`src/rtl/doubled_syndrome_core_if.sv`:
```
// Bus bundle for doubled_syndrome_core: command/result handshake, syndrome read port,
// and the P / evaluation memory read ports. The core uses the slave modport.
interface doubled_syndrome_core_if #(
   parameter int unsigned M        = 12,
   parameter int unsigned T        = 64,
   parameter int unsigned MemWidth = 32
) ();
   localparam int unsigned AddrW = $clog2(2 * T);
   localparam int unsigned LaneW = $clog2(2 * MemWidth);

   logic [1:0]              operation;
   logic                    start;
   logic [M*T-1:0]          cipher;
   logic                    done;
   logic                    synd_rd_en_in;
   logic [AddrW-1:0]        synd_rd_addr_in;
   logic [M-1:0]            synd_A_dout_out;
   logic                    P_rd_en;
   logic [M-1:0]            P_rd_addr;
   logic [M-1:0]            P_dout;
   logic                    eva_rd_en;
   logic [M-LaneW-1:0]      eva_rd_addr;
   logic [2*M*MemWidth-1:0] eva_dout;

   modport master (
      output operation, start, cipher, synd_rd_en_in, synd_rd_addr_in, P_dout, eva_dout,
      input  done, synd_A_dout_out, P_rd_en, P_rd_addr, eva_rd_en, eva_rd_addr
   );

   modport slave (
      input  operation, start, cipher, synd_rd_en_in, synd_rd_addr_in, P_dout, eva_dout,
      output done, synd_A_dout_out, P_rd_en, P_rd_addr, eva_rd_en, eva_rd_addr
   );
endinterface

```
`src/rtl/doubled_syndrome_core.sv`:
```
// Doubled Goppa syndrome S_j = sum c_i * alpha_i^j / g(alpha_i)^2 over GF(2^M), j < 2T,
// accumulated into an internal 2T x M RAM that is readable while idle.
module doubled_syndrome_core #(
   parameter int unsigned M        = 12,
   parameter int unsigned T        = 64,
   parameter int unsigned N        = 3488,
   parameter int unsigned MemWidth = 32,
   parameter logic [M:0]  Poly     = 13'h1009
) (
   input logic                    clk,
   input logic                    rst,
   doubled_syndrome_core_if.slave bus
);
   localparam int unsigned AddrW = $clog2(2 * T);
   localparam int unsigned LaneW = $clog2(2 * MemWidth);
   localparam int unsigned IdxW  = $clog2(M * T);
   localparam int unsigned BitW  = $clog2(M);
   localparam logic [IdxW-1:0]  LastIdx = IdxW'(M * T - 1);
   localparam logic [AddrW-1:0] LastJ   = AddrW'(2 * T - 1);
   localparam logic [M-1:0]     InvExp  = M'((1 << M) - 3);
   // A mis-parameterised instance never leaves idle.
   localparam bit CfgOk = (M * T <= N) && (N <= (1 << M));

   localparam logic [2:0] StIdle     = 3'd0;
   localparam logic [2:0] StClear    = 3'd1;
   localparam logic [2:0] StScan     = 3'd2;
   localparam logic [2:0] StFetchP   = 3'd3;
   localparam logic [2:0] StFetchEva = 3'd4;
   localparam logic [2:0] StInv      = 3'd5;
   localparam logic [2:0] StAccum    = 3'd6;
   localparam logic [2:0] StDone     = 3'd7;

   logic [2:0]       state_q, state_d;
   logic [IdxW-1:0]  idx_q, idx_d;
   logic [AddrW-1:0] j_q, j_d;
   logic [M-1:0]     alpha_q, alpha_d, e_q, e_d, acc_q, acc_d, dout_q, dout_d;
   logic [BitW-1:0]  bit_q, bit_d;
   logic             mul_ph_q, mul_ph_d, load_q, load_d;

   logic [M-1:0] synd_mem [2*T];
   logic         ram_we;
   logic [M-1:0] ram_wdata, mul_b, mul_out, lane;

   function automatic logic [M-1:0] gf_mul(input logic [M-1:0] a, input logic [M-1:0] b);
      logic [M-1:0] r;
      r = '0;
      for (int k = M - 1; k >= 0; k--) begin
         r = {r[M-2:0], 1'b0} ^ (r[M-1] ? Poly[M-1:0] : '0);
         if (b[k]) r = r ^ a;
      end
      return r;
   endfunction

   // One multiplier: squares/multiplies by e during inversion, steps alpha^j during accumulate.
   always_comb begin
      mul_b = acc_q;
      if (state_q == StInv && mul_ph_q) mul_b = e_q;
      else if (state_q == StAccum)      mul_b = alpha_q;
   end
   assign mul_out = gf_mul(acc_q, mul_b);
   assign lane    = bus.eva_dout[M*alpha_q[LaneW-1:0] +: M];

   assign bus.done            = (state_q == StDone);
   assign bus.P_rd_en         = (state_q == StFetchP);
   assign bus.P_rd_addr       = bus.P_rd_en ? M'(idx_q) : '0;
   assign bus.eva_rd_en       = (state_q == StFetchEva);
   assign bus.eva_rd_addr     = bus.eva_rd_en ? bus.P_dout[M-1:LaneW] : '0;
   assign bus.synd_A_dout_out = dout_q;

   always_comb begin
      ram_we    = 1'b0;
      ram_wdata = '0;
      if (state_q == StClear) begin
         ram_we = 1'b1;
      end else if (state_q == StAccum) begin
         ram_we    = 1'b1;
         ram_wdata = synd_mem[j_q] ^ acc_q;
      end
   end

   always_ff @(posedge clk) begin
      if (ram_we) synd_mem[j_q] <= ram_wdata;
   end

   always_comb begin
      state_d  = state_q;
      idx_d    = idx_q;
      j_d      = j_q;
      alpha_d  = alpha_q;
      e_d      = e_q;
      acc_d    = acc_q;
      bit_d    = bit_q;
      mul_ph_d = mul_ph_q;
      load_d   = load_q;
      dout_d   = dout_q;
      case (state_q)
         StIdle: begin
            if (bus.synd_rd_en_in) dout_d = synd_mem[bus.synd_rd_addr_in];
            if (bus.start && bus.operation == 2'b01 && CfgOk) begin
               state_d = StClear;
               idx_d   = '0;
               j_d     = '0;
            end
         end
         StClear: begin
            j_d = j_q + 1'b1;
            if (j_q == LastJ) state_d = StScan;
         end
         StScan: begin
            if (bus.cipher[idx_q])    state_d = StFetchP;
            else if (idx_q == LastIdx) state_d = StDone;
            else                       idx_d   = idx_q + 1'b1;
         end
         StFetchP: state_d = StFetchEva;
         StFetchEva: begin
            alpha_d = bus.P_dout;
            load_d  = 1'b1;
            state_d = StInv;
         end
         StInv: begin
            // MSB-first square-and-multiply of e^(2^M-3) = e^-2; e = 0 yields 0.
            if (load_q) begin
               e_d      = lane;
               acc_d    = M'(1);
               bit_d    = BitW'(M - 1);
               mul_ph_d = 1'b0;
               load_d   = 1'b0;
            end else begin
               acc_d = mul_out;
               if (!mul_ph_q && InvExp[bit_q]) begin
                  mul_ph_d = 1'b1;
               end else begin
                  mul_ph_d = 1'b0;
                  if (bit_q == '0) begin
                     state_d = StAccum;
                     j_d     = '0;
                  end else begin
                     bit_d = bit_q - 1'b1;
                  end
               end
            end
         end
         StAccum: begin
            acc_d = mul_out;
            j_d   = j_q + 1'b1;
            if (j_q == LastJ) begin
               if (idx_q == LastIdx) begin
                  state_d = StDone;
               end else begin
                  idx_d   = idx_q + 1'b1;
                  state_d = StScan;
               end
            end
         end
         StDone:  state_d = StIdle;
         default: state_d = StIdle;
      endcase
   end

   always_ff @(posedge clk or posedge rst) begin
      if (rst) begin
         state_q  <= StIdle;
         idx_q    <= '0;
         j_q      <= '0;
         alpha_q  <= '0;
         e_q      <= '0;
         acc_q    <= '0;
         bit_q    <= '0;
         mul_ph_q <= 1'b0;
         load_q   <= 1'b0;
         dout_q   <= '0;
      end else begin
         state_q  <= state_d;
         idx_q    <= idx_d;
         j_q      <= j_d;
         alpha_q  <= alpha_d;
         e_q      <= e_d;
         acc_q    <= acc_d;
         bit_q    <= bit_d;
         mul_ph_q <= mul_ph_d;
         load_q   <= load_d;
         dout_q   <= dout_d;
      end
   end
endmodule

```
`src/flat_wrapper.sv`:
```
// flat-port wrapper written by rule: the top's interface ports become plain ports
module doubled_syndrome_core_flat 
#(
   parameter int unsigned M        = 12,
   parameter int unsigned T        = 64,
   parameter int unsigned N        = 3488,
   parameter int unsigned MemWidth = 32,
   parameter logic [M:0]  Poly     = 13'h1009
)
  (clk, rst, bus_operation, bus_start, bus_cipher, bus_synd_rd_en_in, bus_synd_rd_addr_in, bus_P_dout, bus_eva_dout, bus_done, bus_synd_A_dout_out, bus_P_rd_en, bus_P_rd_addr, bus_eva_rd_en, bus_eva_rd_addr);
  doubled_syndrome_core_if #(.M(M), .T(T), .MemWidth(MemWidth)) bus_i ();
  input logic clk;
  input logic rst;
  input wire logic [$bits(bus_i.operation)-1:0] bus_operation;
  input wire logic [$bits(bus_i.start)-1:0] bus_start;
  input wire logic [$bits(bus_i.cipher)-1:0] bus_cipher;
  input wire logic [$bits(bus_i.synd_rd_en_in)-1:0] bus_synd_rd_en_in;
  input wire logic [$bits(bus_i.synd_rd_addr_in)-1:0] bus_synd_rd_addr_in;
  input wire logic [$bits(bus_i.P_dout)-1:0] bus_P_dout;
  input wire logic [$bits(bus_i.eva_dout)-1:0] bus_eva_dout;
  output wire logic [$bits(bus_i.done)-1:0] bus_done;
  output wire logic [$bits(bus_i.synd_A_dout_out)-1:0] bus_synd_A_dout_out;
  output wire logic [$bits(bus_i.P_rd_en)-1:0] bus_P_rd_en;
  output wire logic [$bits(bus_i.P_rd_addr)-1:0] bus_P_rd_addr;
  output wire logic [$bits(bus_i.eva_rd_en)-1:0] bus_eva_rd_en;
  output wire logic [$bits(bus_i.eva_rd_addr)-1:0] bus_eva_rd_addr;
  assign bus_i.operation = bus_operation;
  assign bus_i.start = bus_start;
  assign bus_i.cipher = bus_cipher;
  assign bus_i.synd_rd_en_in = bus_synd_rd_en_in;
  assign bus_i.synd_rd_addr_in = bus_synd_rd_addr_in;
  assign bus_i.P_dout = bus_P_dout;
  assign bus_i.eva_dout = bus_eva_dout;
  assign bus_done = bus_i.done;
  assign bus_synd_A_dout_out = bus_i.synd_A_dout_out;
  assign bus_P_rd_en = bus_i.P_rd_en;
  assign bus_P_rd_addr = bus_i.P_rd_addr;
  assign bus_eva_rd_en = bus_i.eva_rd_en;
  assign bus_eva_rd_addr = bus_i.eva_rd_addr;
  doubled_syndrome_core #(.M(M), .T(T), .N(N), .MemWidth(MemWidth), .Poly(Poly)) u_core (.clk(clk), .rst(rst), .bus(bus_i));
endmodule
```
`config.mk`:
```
export PLATFORM = sky130hd
export DESIGN_NAME = doubled_syndrome_core_flat
export DESIGN_NICKNAME = d
export VERILOG_FILES = /design/src/rtl/doubled_syndrome_core_if.sv /design/src/rtl/doubled_syndrome_core.sv /design/src/flat_wrapper.sv
export SDC_FILE = /design/constraint.sdc
export NUM_CORES = 2
export LEC_CHECK = 0
export CAP_MARGIN = 20
export CORE_AREA = 2 2 626 628
export DETAILED_ROUTE_END_ITERATION = 8
export DIE_AREA = 0 0 628 630
export PLACE_DENSITY = 0.38
export SETUP_SLACK_MARGIN = 0.05
export SYNTH_ARGS = -nofsm -noshare
export SYNTH_HDL_FRONTEND = slang
export SYNTH_SLANG_ARGS = --single-unit
```
`constraint.sdc`:
```
create_clock -name clk -period 14.4 [get_ports clk]
set_input_delay 4.32 -clock clk [delete_from_list [all_inputs] [get_ports clk]]
set_output_delay 4.32 -clock clk [all_outputs]
set_load 0.05 [all_outputs]
```
# Word level (Yosys, flattened, before mapping)

Memories as Yosys holds them, arrays and structs flattened. A register that Yosys moved wholly into a read port is not among the register bits.
Index checks and enable logic that the tools add are counted.
W data, S select, Z words.

Flip-flop bits (word level): 62
Output and inout port bits: 33
ROM bits: 16
RAM bits: 1536
Memories kept: 2
Input bits: 1561
Logic and storage cells: 142

Bitwise gates (word level): 23
Add/sub/neg operators: 3
$mul: 1
$lt $le $gt $ge: 2
Multiplexer cells: 64
Reductions and logical operators: 17
Shifts and indexed selects: 1
Equality and inequality tests: 20

Memories:

| name             | words | bits a word | read ports | clocked after memory_dff | write ports | line                         | RTL |
|---|---|---|---|---|---|---|---|
| u_core.synd_mem  | 128   | 12          | 2          | 1                        | 1           | doubled_syndrome_core.sv:40  | `logic [M-1:0] synd_mem [2*T];` |
| (name not given) | 16    | 1           | 1          | 0                        | 0           | doubled_syndrome_core.sv:130 | `if (!mul_ph_q && InvExp[bit_q]) begin` |

Operator list:

| operator                | number |
|---|---|
| $shiftx A768 B11 Y12    | 1 |
| $xor A12 B12 Y12        | 23 |
| $mux W12                | 17 |
| $mux W4                 | 14 |
| $mux W10                | 5 |
| $pmux W10 S3            | 1 |
| $mux W7                 | 4 |
| $mux W3                 | 9 |
| $pmux W12 S2            | 1 |
| $pmux W3 S8             | 1 |
| $pmux W7 S3             | 1 |
| $eq A3 B3 Y1 const B    | 4 |
| $ne A2 B2 Y1 const B    | 6 |
| $lt A10 B11 Y1 const B  | 1 |
| $add A10 B1 Y10 const B | 1 |
| $bmux W1 S10            | 1 |
| $eq A10 B10 Y1 const B  | 1 |
| $mul A2 B6 Y8 const A   | 1 |
| $mux W1                 | 8 |
| $add A7 B1 Y7 const B   | 1 |
| $eq A7 B7 Y1 const B    | 1 |
| $reduce_and A7 Y1       | 1 |
| $eq A3 B2 Y1 const B    | 2 |
| $mux W6                 | 1 |
| other kinds (18)        | 25 |

# Logic depth before layout (Yosys ltp)

Word-level depth: 50
Mapped depth: 15
Depth with buffers taken out: 11

# Worst setup path before layout

OpenSTA, ideal clock, no wires.

Kind: input-to-output
Start point: input port bus_P_dout[6]
End point: output port bus_eva_rd_addr[0]
Data required time: 10080 ps
Setup slack: 5294 ps
Buffers on the path: 0
Stages on the path: 1
Arrival: 4786 ps
Cells stage by stage: and3_1

Longest elaborated chain between the ends: 1

RTL lines:

| what        | line                        | RTL |
|---|---|---|
| from (decl) | flat_wrapper.sv:19          | `input wire logic [$bits(bus_i.P_dout)-1:0] bus_P_dout;` |
| $mux W6     | doubled_syndrome_core.sv:67 | `assign bus.eva_rd_addr = bus.eva_rd_en ? bus.P_dout[M-1:LaneW] : '0;` |
| to (decl)   | flat_wrapper.sv:26          | `output wire logic [$bits(bus_i.eva_rd_addr)-1:0] bus_eva_rd_addr;` |

Every way passes these cells.

# Worst setup path in the final report

Start point: input port bus_P_dout[10]
End point: output port bus_eva_rd_addr[4]

The elaborated chain is that of the path after synthesis.

==> impl_metrics.toml <==
[status]
outcome = "completed"

[clocking]
cts_resized = 0
cts.sinks = 1610
cts.htree.levels = 4
insertion_delay_ns = 0.89
path_clk_slew_ns = 0.06
numCtsBuffers = 189
root_buffer = "clkbuf_16"
cts_hold_buffers = 0
cts_tree = "done"
cts_buffer_depth = 4
postCtsSetupBuffers = 0

[power]
p_per_area_nw_per_um2 = 92.1
peakVddDrop_mv = 0.0953
cellLeakagePower_nw = 29.0

[synth]
ys_warn_count = 0
syn_area_um2 = 85900
yosys_most_used_dff = "edfxtp_1"
synth_cell_type_count = 76
syn_inst = 5246
synth_edf_count = 1536
async_flop_share_pct = 4.60
ys_seq_area_share_pct = 55.9
ys_seq_elements = 1610
synth_area_per_cell_um2 = 16.4

[detailed_routing]
drt_first_pass_iters = 8
wl_per_cell_um = 40.7
wirelength_um = 497000
drtAntennaViolNets = 0
drt_iter0_drc = 7640
drc = 0
vias = 65074
avgViaCountPerCell = 5.33

[placement]
routabilityCongestion = 0.984
place_hpwl_um = 367000
portBuffers = 1591

[run]
cap_violations = 0

[global_routing]
grt_overflow = 0
gr-usage-met1_pct = 31.6
gr-usage-met2_pct = 40.9
grt_util_met3_pct = 3.48
antenna_found_initial = 108
grt_first_pass_wirelength_um = 644000
grt_max_degree = 101
busiest_layer = "met2"
track_usage_pct = 24.1
grt_pass1_vias = 64639

[setup_path]
reg2reg_to = "u_core.synd_mem[1][7]"
r2r_setup_slack_ns = 7.68
crit_path_start_kind = "input pin"
cp.arrival_ns = 6.64
crit_fanout = 2
crit_end = "bus_eva_rd_addr[4]"
worstSetupPathType = "input pin to primary output"
crit-reg2reg-launch = "u_core.j_q[2]"
required_ns = 10.08
startpoint = "bus_P_dout[10]"
reg2regPathDepth = 13
end_kind = "primary output"

[floorplanning]
num_rows = 229
dieWidth_um = 628
die_y_um = 630
core_um2 = 388000
num_io_pins = 1594
die-area_um2 = 396000
start_util_pct = 22.1

[timing]
hold_viol = 0
worstMarginPinSlew_ns = 1.31
period_share_pct = 76.1
drv_slew = 0
fin_skew_ns = 0.102
period_minus_slack_ns = 10.96
finalSetupViolCount = 0
grt_setup_unrepaired = "false"
fmax_ghz = 0.0913
max_slew_margin_pct = 12.4
fin_setup_tns_ns = 0

[cells_and_area]
drive_gt1_share_pct = 24.5
area_growth_pct = 34.7
fin_nets = 8363
final_core_util_pct = 29.8

[worst_hold_path]
hp-class = "flip-flop to flip-flop"
-- final cells by class --
| class | count | area [um^2] |
|---|---|---|
| diodes | 84 | 210 |
| fillers | 38503 | 273000 |
| clock buffers | 228 | 4930 |
| repair buffers | 1873 | 18700 |
| clock inverters | 102 | 1040 |
| flip-flops and latches | 1610 | 48000 |
| multi-input cells | 3098 | 36300 |
| inverters | 21 | 81.3 |
| well taps | 5197 | 6500 |
-- worst min path at each step --
stage,to,startpoint,depth (start not counted)
5_1_grt,u_core.alpha_q[11],u_core.alpha_q[11],1
3_3_place_gp,u_core.alpha_q[9],u_core.alpha_q[9],1
2_1_floorplan,u_core.e_q[0],u_core.e_q[0],2
6_report,u_core.e_q[5],u_core.e_q[5],2
3_5_place_dp,u_core.alpha_q[11],u_core.alpha_q[11],1
4_1_cts,u_core.alpha_q[11],u_core.alpha_q[11],1
-- worst max-delay path, stage by stage --
cell	delay [ns]
clkdlybuf4s50_1	0.54
and3_1	0.79
clkdlybuf4s50_1	0.97
-- routing by layer --
metal | part of all wire (%) | routed length (um) | vias to the layer above
met2 | 49 | 245000 | 3697
li1 | - | - | 25824
met3 | 6.5 | 32400 | 526
met4 | 3.4 | 16700 | 22
met5 | 0.030 | 151 | -
met1 | 41 | 203000 | 35005
-- power breakdown --
group / total (mW) / switching (mW) / leakage [nW] / internal (mW)
combinational: 0.829 / 0.316 / 16.7 / 0.513
sequential: 5.05 / 0 / 9.48 / 5.05
clock: 4.78 / 1.99 / 2.90 / 2.78
-- state kept, by name, indices dropped and copies added, names as in the netlist --
signal / cells
u_core.e_q: 12
u_core.acc_q: 12
u_core.synd_mem: 1536
u_core.mul_ph_q: 1
u_core.state_q: 3
u_core.j_q: 7
u_core.idx_q: 10
u_core.bus.synd_A_dout_out: 12
u_core.bit_q: 4
u_core.load_q: 1
u_core.alpha_q: 12
-- per-stage QoR --
step                      setup slack, ns  instance area [um^2]  hold WS (ns)  power [mW]  cells
after floorplan                      5.29                 85900         0.439        5.37   5247
after global placement               3.46                109000         0.471        5.98  11756
after detailed placement             3.47                109000         0.470        5.99  11792
after CTS                            3.47                115000         0.486        10.8  12122
after global routing                 3.55                116000         0.510        10.9  12199
final                                3.44                116000         0.485        10.7  12213
-- cell usage in the layout (no fill, tap or decap), types with 23 or more instances in the layout --
cell type	netlist	final
clkdlybuf4s50_1	0	1584
edfxtp_1	1536	1536
mux4_2	926	926
a22oi_1	679	679
nand2_1	290	282
buf_4	23	229
clkbuf_16	0	191
nor2_2	0	128
xnor2_1	104	104
nand4_1	102	102
diode_2	0	84
mux2i_1	78	77
a221oi_1	70	70
a41oi_1	70	70
a22o_1	69	69
dfrtp_1	74	63
o21ai_0	52	50
nand3_1	46	46
nor2_1	184	43
clkinv_1	0	39
a21oi_1	37	37
clkbuf_1	344	36
xor2_1	35	35
a31oi_1	39	34
clkinv_2	0	28
mux2_2	26	26
o22ai_1	23	23
buf_8	0	23
-- kinds of logic after synthesis --
kind of cell / synth area share [%]
compound gates: 10.1
other cells: 0.00437
xor+xnor: 1.57
buf+inv: 2.53
flops: 55.9
simple gates: 4.14
mux: 25.7
fa+ha+maj: 0.131
-- cells in the mapped netlist, drive strengths merged (4+ instances only) --
master   number  area share [%]
edfxtp     1536              54
mux4        926              24
a22oi       679             5.9
clkbuf      345             1.5
nand2       290             1.3
nor2        184            0.80
buf         173            0.93
xnor2       104             1.1
nand4       102            0.74
mux2i        78            0.91
dfrtp        74             2.2
a221oi       70            0.71
a41oi        70            0.71
a22o         69            0.70
o21ai        54            0.31
nand3        46            0.27
a31oi        39            0.28
a21oi        38            0.23
mux2         38            0.50
xor2         35            0.36
o22ai        24            0.18
and2         21            0.15
inv          21           0.092
nor4         21            0.15
o211ai       21            0.18
a211oi       18            0.16
nor2b        16            0.12
nor3         15           0.087
a21bo        12            0.14
and4b        12            0.14
and3         11           0.080
ha            9            0.13
nand2b        9           0.066
or4           9           0.079
a21o          7           0.061
xnor3         6            0.16
or3           5           0.036
a2111oi       4           0.044
a211o         4           0.041
and3b         4           0.041
o31ai         4           0.035
o32ai         4           0.041
Power figures use the tool's default switching activity.
